===== src/rtl/missle_hit_detect.sv =====
// missle_hit_detect
// -----------------------------------------------------------------------------
// Collision detector between the flying missile and the enemy table.
// Each new missile position (or a fresh flight) starts a scan of the
// enemy table. Every slot is checked for an exclusive rectangle overlap.
// The first live slot that overlaps produces a one-cycle hit, kill mask
// and missile-kill pulse. The missile then stays retired until
// missle_on_i drops.
//
// Optional build macro:
//   MISSLE_HIT_CNT_EN - adds hit_cnt_o, a saturating 16-bit hit counter.
//
// Ports:
//   pclk_i          pixel clock, sole clock
//   rst_ni          asynchronous active-low reset
//   missle_on_i     missile visible / flying
//   missle_xpos_i   missile top-left x
//   missle_ypos_i   missile top-left y
//   enemy_alive_i   per-slot alive flags, sampled in the compare cycle
//   enemy_idx_o     enemy table read address
//   enemy_xpos_i    x of slot enemy_idx_o, valid one cycle after the address
//   enemy_ypos_i    y of slot enemy_idx_o, valid one cycle after the address
//   hit_o           one-cycle hit pulse
//   hit_idx_o       slot that was hit, held until the next hit
//   kill_mask_o     one-hot of the hit slot, valid only with hit_o
//   hit_cnt_o       (MISSLE_HIT_CNT_EN only) saturating hit count
//   missle_kill_o   one-cycle pulse, same cycle as hit_o
//
// state | meaning
// ------+------------------------------------------------------------------
// IDLE  | wait for a new missile position, or for a new flight
// SCAN  | step through the table addresses; compare runs one slot behind
// DONE  | hit reported; hold until the missile is switched off
// -----------------------------------------------------------------------------
module missle_hit_detect #(
    parameter int ENEMY_NUM = 8,
    parameter int IDX_W     = 3,
    parameter int ENEMY_W   = 48,
    parameter int ENEMY_H   = 64,
    parameter int MISSLE_W  = 10,
    parameter int MISSLE_H  = 20
) (
    input  logic                 pclk_i,
    input  logic                 rst_ni,
    input  logic                 missle_on_i,
    input  logic [10:0]          missle_xpos_i,
    input  logic [10:0]          missle_ypos_i,
    input  logic [ENEMY_NUM-1:0] enemy_alive_i,
    output logic [IDX_W-1:0]     enemy_idx_o,
    input  logic [10:0]          enemy_xpos_i,
    input  logic [10:0]          enemy_ypos_i,
    output logic                 hit_o,
    output logic [IDX_W-1:0]     hit_idx_o,
    output logic [ENEMY_NUM-1:0] kill_mask_o,
`ifdef MISSLE_HIT_CNT_EN
    output logic [15:0]          hit_cnt_o,
`endif
    output logic                 missle_kill_o
);

    typedef enum logic [1:0] {
        ST_IDLE = 2'd0,
        ST_SCAN = 2'd1,
        ST_DONE = 2'd2
    } state_t;

    localparam logic [11:0]      EW       = 12'(ENEMY_W);
    localparam logic [11:0]      EH       = 12'(ENEMY_H);
    localparam logic [11:0]      MW       = 12'(MISSLE_W);
    localparam logic [11:0]      MH       = 12'(MISSLE_H);
    localparam logic [IDX_W-1:0] LAST_IDX = IDX_W'(ENEMY_NUM - 1);

    state_t                 state_q, state_d;
    logic                   armed_q, armed_d;
    // The snapshot is also the last-seen position used for retriggering.
    logic [10:0]            snap_x_q, snap_x_d;
    logic [10:0]            snap_y_q, snap_y_d;
    logic [IDX_W-1:0]       idx_q, idx_d;
    logic [IDX_W-1:0]       cmp_idx_q, cmp_idx_d;
    logic                   cmp_vld_q, cmp_vld_d;
    logic                   hit_q, hit_d;
    logic [IDX_W-1:0]       hit_idx_q, hit_idx_d;
    logic [ENEMY_NUM-1:0]   kill_mask_q, kill_mask_d;

    logic                   pos_changed;
    logic                   overlap;
    logic [11:0]            sx, sy, ex, ey;

    assign pos_changed = (missle_xpos_i != snap_x_q) || (missle_ypos_i != snap_y_q);

    // The values are widened to 12 bits, so the edge sums cannot wrap.
    // The strict compares make rectangles that only touch count as a miss.
    assign sx = {1'b0, snap_x_q};
    assign sy = {1'b0, snap_y_q};
    assign ex = {1'b0, enemy_xpos_i};
    assign ey = {1'b0, enemy_ypos_i};

    assign overlap = enemy_alive_i[cmp_idx_q]
                     && (sx < ex + EW)
                     && (sx + MW > ex)
                     && (sy < ey + EH)
                     && (sy + MH > ey);

    always_comb begin
        state_d     = state_q;
        armed_d     = armed_q;
        snap_x_d    = snap_x_q;
        snap_y_d    = snap_y_q;
        idx_d       = idx_q;
        cmp_idx_d   = cmp_idx_q;
        cmp_vld_d   = 1'b0;
        hit_d       = 1'b0;
        hit_idx_d   = hit_idx_q;
        kill_mask_d = '0;

        case (state_q)
            ST_IDLE: begin
                if (!missle_on_i) begin
                    armed_d = 1'b0;
                end else if (!armed_q || pos_changed) begin
                    snap_x_d = missle_xpos_i;
                    snap_y_d = missle_ypos_i;
                    armed_d  = 1'b1;
                    idx_d    = '0;
                    state_d  = ST_SCAN;
                end
            end

            ST_SCAN: begin
                // Abort has priority over an overlap in the same cycle.
                if (!missle_on_i) begin
                    state_d = ST_IDLE;
                end else begin
                    // Table data lags the address by one cycle, so the
                    // slot under test is the previous address.
                    cmp_vld_d = 1'b1;
                    cmp_idx_d = idx_q;
                    if (idx_q != LAST_IDX) begin
                        idx_d = idx_q + 1'b1;
                    end
                    if (cmp_vld_q && overlap) begin
                        state_d     = ST_DONE;
                        hit_d       = 1'b1;
                        hit_idx_d   = cmp_idx_q;
                        kill_mask_d = ENEMY_NUM'(1) << cmp_idx_q;
                    end else if (cmp_vld_q && (cmp_idx_q == LAST_IDX)) begin
                        state_d = ST_IDLE;
                    end
                end
            end

            ST_DONE: begin
                if (!missle_on_i) begin
                    state_d = ST_IDLE;
                    armed_d = 1'b0;
                end
            end

            default: begin
                state_d = ST_IDLE;
            end
        endcase
    end

    always_ff @(posedge pclk_i or negedge rst_ni) begin
        if (!rst_ni) begin
            state_q     <= ST_IDLE;
            armed_q     <= 1'b0;
            snap_x_q    <= '0;
            snap_y_q    <= '0;
            idx_q       <= '0;
            cmp_idx_q   <= '0;
            cmp_vld_q   <= 1'b0;
            hit_q       <= 1'b0;
            hit_idx_q   <= '0;
            kill_mask_q <= '0;
        end else begin
            state_q     <= state_d;
            armed_q     <= armed_d;
            snap_x_q    <= snap_x_d;
            snap_y_q    <= snap_y_d;
            idx_q       <= idx_d;
            cmp_idx_q   <= cmp_idx_d;
            cmp_vld_q   <= cmp_vld_d;
            hit_q       <= hit_d;
            hit_idx_q   <= hit_idx_d;
            kill_mask_q <= kill_mask_d;
        end
    end

`ifdef MISSLE_HIT_CNT_EN
    logic [15:0] hit_cnt_q;

    always_ff @(posedge pclk_i or negedge rst_ni) begin
        if (!rst_ni) begin
            hit_cnt_q <= '0;
        end else if (hit_d && (hit_cnt_q != 16'hFFFF)) begin
            hit_cnt_q <= hit_cnt_q + 16'd1;
        end
    end

    assign hit_cnt_o = hit_cnt_q;
`endif

    assign enemy_idx_o   = idx_q;
    assign hit_o         = hit_q;
    assign missle_kill_o = hit_q;
    assign hit_idx_o     = hit_idx_q;
    assign kill_mask_o   = kill_mask_q;

endmodule


===== config.mk =====
export PLATFORM = sky130hd
export DESIGN_NAME = missle_hit_detect
export DESIGN_NICKNAME = d
export VERILOG_FILES = /design/src/rtl/missle_hit_detect.sv
export SDC_FILE = /design/constraint.sdc
export NUM_CORES = 1
export LEC_CHECK = 0
export CAP_MARGIN = 20
export CORE_ASPECT_RATIO = 1.25
export CORE_MARGIN = 5
export CORE_UTILIZATION = 47
export CTS_CLUSTER_SIZE = 16
export DETAILED_ROUTE_END_ITERATION = 7
export HOLD_SLACK_MARGIN = 0.03
export PLACE_DENSITY = 0.89
export REMOVE_ABC_BUFFERS = 1
export SYNTH_ARGS = -nofsm -noshare
export SYNTH_HDL_FRONTEND = slang
export SYNTH_SLANG_ARGS = --single-unit

===== constraint.sdc =====
create_clock -name pclk_i -period 2.8 [get_ports pclk_i]
set_input_delay 0.42 -clock pclk_i [delete_from_list [all_inputs] [get_ports pclk_i]]
set_output_delay 0.42 -clock pclk_i [all_outputs]
set_load 0.03 [all_outputs]

==> results.toml, run 1 <==
[power_and_ir_drop]
powerDensity_nw_per_um2 = 646
ir_drop_uv = 309
total_power_w = 0.00340
power.leakage_nw = 2.44

[timing]
layout_min_cycle_time_ps = 3190
finClkSkew_ps = 4.98
setup_viol = 14
relSlewSlack_pct = 73.9
fmaxAchievable_mhz = 313
worst_hold_slack_ps = 497
tightest_slew_ps = 388
tns_ps = -4200
hold_violations = 0
rsz0062_at_grt = "true"
drv_slew = 0
finalCritPeriodShare_pct = 114
layout_setup_ws_ps = -391

[floorplanning]
core_area_um2 = 7310
dieHeight_um = 106
dieArea_um2 = 9220
die_x_um = 86.9
start_util_pct = 47.5
row_count = 35
ioPinCount = 71

[global_route]
grt_usage_pct = 22.0
grt_antenna_before_repair = 0
grt_pass1_wl_mm = 16.1
grt_max_degree = 45
grt_pass1_vias = 3498
grt.overflow.total = 0

[setup_path]
crit_arrival_ps = 3390
critPathMaxStageDelay_ps = 510
cp-end-kind = "flop"
worst_path_max_delay_cell = "or4_4"
critPathKind = "flop to flop"
cp_data_required_time_ps = 3000
worstPathMaxFanout = 6
cp-start-kind = "flop"
reg2reg_depth = 12
path_cells = "buf_6 -> a21oi_2 -> buf_4 -> nor3_4 -> xor2_1 -> ha_1 -> nand3_2 -> nor4_2 -> or4_4 -> a2111o_4 -> nor2_8 -> mux2_4"

[synthesis]
synth_edf_count = 0
syn_area_um2 = 3470
synth.avg_cell_area_um2 = 9.87
ys_ff_latch = 44
synth_largest_type_area_fraction_pct = 31.7
netlist_top_cells_area = "dfrtp_1, ha_1, mux2_2"
synth_top_area_cell = "dfrtp_1"
yosysMostFrequentCell = "ha_1"
ys_seq_area_share_pct = 31.7
synthTopCellsByCount = "ha_1, dfrtp_1, inv_1, xnor2_1, mux2_2"
synthArstFlopShare_pct = 100
synth_cells = 352
yosysWarnings = 0
yosysUniqueCellTypes = 45
dominantRegCellSynth = "dfrtp_1"

[clock_network]
cts_tree = "built"
cts_made_buffers = 5
cts_sinks = 44
clkTransAtPathRegs_ps = 100
cts_max_level = 2
clockRootBuffer = "clkbuf_8"
clk_path_buf_depth = 2
worstSkewPairLatency_ps = 310

[placement]
place_area_um2 = 4720
place_hpwl_mm = 7.37
port_buffers = 70
gp_congestion = 0.962

[outcome]
status = "finished, violations left"
violations = "setup timing"

[route]
vias = 3399
first_pass_iters = 5
wl_per_cell_um = 19.1
ant_nets = 0
wl_mm = 11.2
drc = 0
vias_per_cell = 5.79
drt_iter0_drc = 240

[cells_and_area]
num_antenna_cells = 0
nNetsFinal = 596
layout-drive-gt1-share_pct = 32.9
final_util_pct = 72.1
area_growth_syn_to_layout_pct = 51.8
stdcell_area_um2 = 5270

[min_path]
worstHoldPathType = "input port to async pin"

[run]
maxCapViolCount = 0
==> worst max-delay path, delay by kind of cell, from the launching register on <==
family | cells | cell delay (ps)
mux | 1 | 310
xor+xnor | 1 | 270
simple gates | 5 | 1060
compound gates | 2 | 450
buf+inv | 2 | 290
fa+ha+maj | 1 | 320
flops | 1 | 380
==> sequential cells by signal, indices dropped and copies added (netlist names) <==
name / cells
state_q: 2
hit_o: 1
hit_idx_o: 3
enemy_idx_o: 3
cmp_idx_q: 3
kill_mask_o: 8
cmp_vld_q: 1
snap_x_q: 11
armed_q: 1
snap_y_q: 11
==> through the flow <==
step           cells  setup slack (ps)
3_3_place_gp     567              -563
2_1_floorplan    342              -307
5_1_grt          587              -472
4_1_cts          579              -216
6_report         587              -391
3_5_place_dp     567              -645
==> report_power, final <==
group | leakage (nW) | internal [W] | total, W | switching, W
Combinational | 1.84 | 0.00101 | 0.00195 | 0.000943
Sequential | 0.549 | 0.000759 | 0.000932 | 0.000173
Clock | 0.0548 | 0.000269 | 0.000523 | 0.000254
Total | 2.44 | 0.00203 | 0.00340 | 0.00137
==> per-layer routing <==
layer / global-route usage (%) / wire length (um)
met5: 0 / 0
met4: 10.6 / 548
met3: 2.48 / 573
met2: 41.0 / 6000
met1: 23.9 / 4100
==> final cells by class <==
type / instances / area [um2]
Timing Repair Buffer: 145 / 1320
Clock buffer: 5 / 68.8
Clock inverter: 3 / 46.3
Tap cell: 92 / 115
Inverter: 28 / 105
Sequential cell: 44 / 1110
Multi-Input combinational cell: 270 / 2510
Fill cell: 457 / 2040
==> placed cells by master (no fill, tap or decap), types with 5 or more instances in the layout <==
cell / netlist / final
nand2_1: 20 / 20
ha_1: 47 / 43
nor2b_1: 6 / 6
xor2_1: 17 / 17
a21o_1: 6 / 6
a21oi_2: 0 / 5
a21oi_1: 14 / 8
buf_4: 2 / 65
inv_1: 28 / 26
dfrtp_1: 44 / 39
clkbuf_8: 0 / 5
clkdlybuf4s50_1: 0 / 64
nand4_1: 10 / 10
o21ai_0: 12 / 9
mux2_2: 23 / 23
nor2_1: 17 / 13
dfrtp_2: 0 / 5
buf_6: 0 / 7
and3_1: 6 / 5
xnor2_1: 28 / 25
nand3_1: 10 / 8
==> logic make-up after synthesis <==
logic type	after synthesis	synth area share [%]
and+or+nand+nor	93	14.8
AOI/OAI and AO/OA	56	10.9
adders and majority gates	47	16.9
xor gates and xnor gates	45	11.3
DFF	44	31.7
buffers and inverters	38	4.36
muxes	29	9.98
==> path summary, 6_finish.rpt <==
| path | from | end | slack [ps] |
|---|---|---|---|
| min reg2reg | hit_idx_o[2] | hit_idx_o[2] | 540 |
| max | snap_x_q[1] | hit_idx_o[2] | -390 |
| min | rst_ni | hit_o | 500 |
| max reg2reg | snap_x_q[1] | hit_idx_o[2] | -390 |
| max in group asynchronous | rst_ni | snap_y_q[2] | 1820 |
| min in group pclk_i | hit_idx_o[2] | hit_idx_o[2] | 540 |
==> timing repair <==
action	CTS	global route
gates resized for setup	33	39
pin swaps	12	11
endpoints found under the setup margin	14	14
hold buffers	0	1
endpoints found under the hold margin	0	9
buffers inserted	4	6
Note: power is estimated with default switching activity, not from simulation.
==> run 2, diff against run 1 <==
GPL_ROUTABILITY_DRIVEN = 0   (was not set)
==> results.toml, run 2 (same netlist as run 1, synthesis figures left out) <==
[cells_and_area]
fill_cells = 475
most-common-layout-cells = "clkdlybuf4s50_1, buf_4, ha_1"
nNetsFinal = 594
layout-drive-gt1-share_pct = 29.8
final_cells = 585
stdcell_area_um2 = 5190
num_antenna_cells = 0
final_util_pct = 71.0
area_growth_syn_to_layout_pct = 49.6
final_common_cell = "clkdlybuf4s50_1"

[setup_path]
reg2reg_depth = 11
cp_data_required_time_ps = 3000
path_buf_inv = 1
path_delay_family = "simple AND/OR/NAND/NOR gates"
crit_start = "snap_x_q[1]"
critPathKind = "flop to flop"
cp-start-kind = "flop"
path_cells = "ha_2 -> buf_4 -> o21ai_2 -> xnor2_2 -> ha_1 -> nand4_1 -> nor4_4 -> or4_4 -> a2111o_4 -> nor2_8 -> mux2_4"
cp-end-kind = "flop"
worstPathMaxFanout = 5
r2r_start = "snap_x_q[1]"
r2r_slack_ps = -260
timing.rr.end = "hit_idx_o[2]"
critPathMaxStageDelay_ps = 520
crit_arrival_ps = 3260
worst_path_max_delay_cell = "or4_4"

[power_and_ir_drop]
power_frac_comb_pct = 55.5
intPower_w = 0.00200
total_power_w = 0.00321
p_seq_share_pct = 28.2
powerDensity_nw_per_um2 = 618
switching_share_pct = 37.7
clockPowerShare_pct = 16.3
p_switching_w = 0.00121
ir_drop_uv = 338
power.leakage_nw = 2.40

[route]
vias = 3155
vias_per_cell = 5.39
first_pass_iters = 4
ant_nets = 0
wl_per_cell_um = 16.1
drc = 0
wl_mm = 9.42
drt_iter0_drc = 175

[global_route]
grt_max_degree = 45
grt.overflow.total = 0
grt_pass1_vias = 3425
grt_antenna_before_repair = 0
grt_usage_pct = 20.6
grt_pass1_wl_mm = 15.1

[floorplanning]
core_area_um2 = 7310
die_x_um = 86.9
ioPinCount = 71
dieHeight_um = 106
dieArea_um2 = 9220
row_count = 35
start_util_pct = 47.5

[outcome]
violations = "setup timing"
status = "finished, violations left"

[timing]
layout_min_cycle_time_ps = 3060
rsz0062_at_grt = "true"
finalCritPeriodShare_pct = 109
setup_viol = 14
drv_slew = 0
tightest_slew_ps = 361
finClkSkew_ps = 7.61
hold_violations = 0
relSlewSlack_pct = 75.7
layout_setup_ws_ps = -260
tns_ps = -2700
fmaxAchievable_mhz = 327

[clock_network]
cts_tree = "built"
clockRootBuffer = "clkbuf_8"
clkTransAtPathRegs_ps = 90
worstSkewPairLatency_ps = 300
cts_max_level = 2
clk_path_buf_depth = 2
cts_sinks = 44
cts_made_buffers = 5

[placement]
place_hpwl_mm = 7.30
place_area_um2 = 4710
placed_cells = 565
port_buffers = 70

[run]
maxCapViolCount = 0

[min_path]
worstHoldPathType = "input port to async pin"
## run 2: worst reg2reg max path, stage by stage (launching register included)
cell	delay, ps
dfrtp_1	420
ha_2	200
buf_4	140
o21ai_2	170
xnor2_2	130
ha_1	260
nand4_1	180
nor4_4	70
or4_4	520
a2111o_4	400
nor2_8	150
mux2_4	310
## run 2: timing repair
action	CTS	global route
setup buffers	5	5
pin swaps	10	4
setup endpoints to repair	14	14
hold buffers	0	1
endpoints found under the hold margin	0	9
gates resized for setup	31	17
## run 2: stage by stage
step	worst slack, ps	hold WS (ps)
after floorplan	-307	124
after global placement	-564	505
after detailed placement	-696	503
after CTS	-246	284
after global routing	-344	531
final	-260	508
## run 2: cell type report
cell class	instances	area (um2)	area share, %
sequential	44	1100	21.2
clock buffer	6	82.6	1.59
multi-input combinational	270	2460	47.3
inverter	28	105	2.02
clock inverter	2	38.8	0.747
timing repair buffer	143	1290	24.9
tap	92	115	2.22
## run 2: power by group through the flow
stage	Clock [W]	Sequential, W	Combinational (W)
floorplan	0	0.000960	0.000824
global placement	0	0.000892	0.00146
detailed placement	0	0.000900	0.00154
CTS	0.000526	0.000896	0.00167
global route	0.000552	0.000926	0.00195
finish	0.000523	0.000905	0.00178
## run 2: worst max path at each step
stage | to | slack [ps] | cells after the start
detailed placement | kill_mask_o[1] | -700 | 11
global route | hit_idx_o[2] | -340 | 11
finish | hit_idx_o[2] | -260 | 11
floorplan | hit_idx_o[0] | -310 | 11
global placement | hit_idx_o[0] | -560 | 12
CTS | hit_idx_o[1] | -250 | 11
## run 2: layer usage
layer,part of all wire [%],track usage (%),up-vias
li1,-,-,1536
met1,38,22.0,1511
met2,56,39.6,83
met3,3.4,2.56,25
met4,3.0,8.46,0
met5,0,0,-
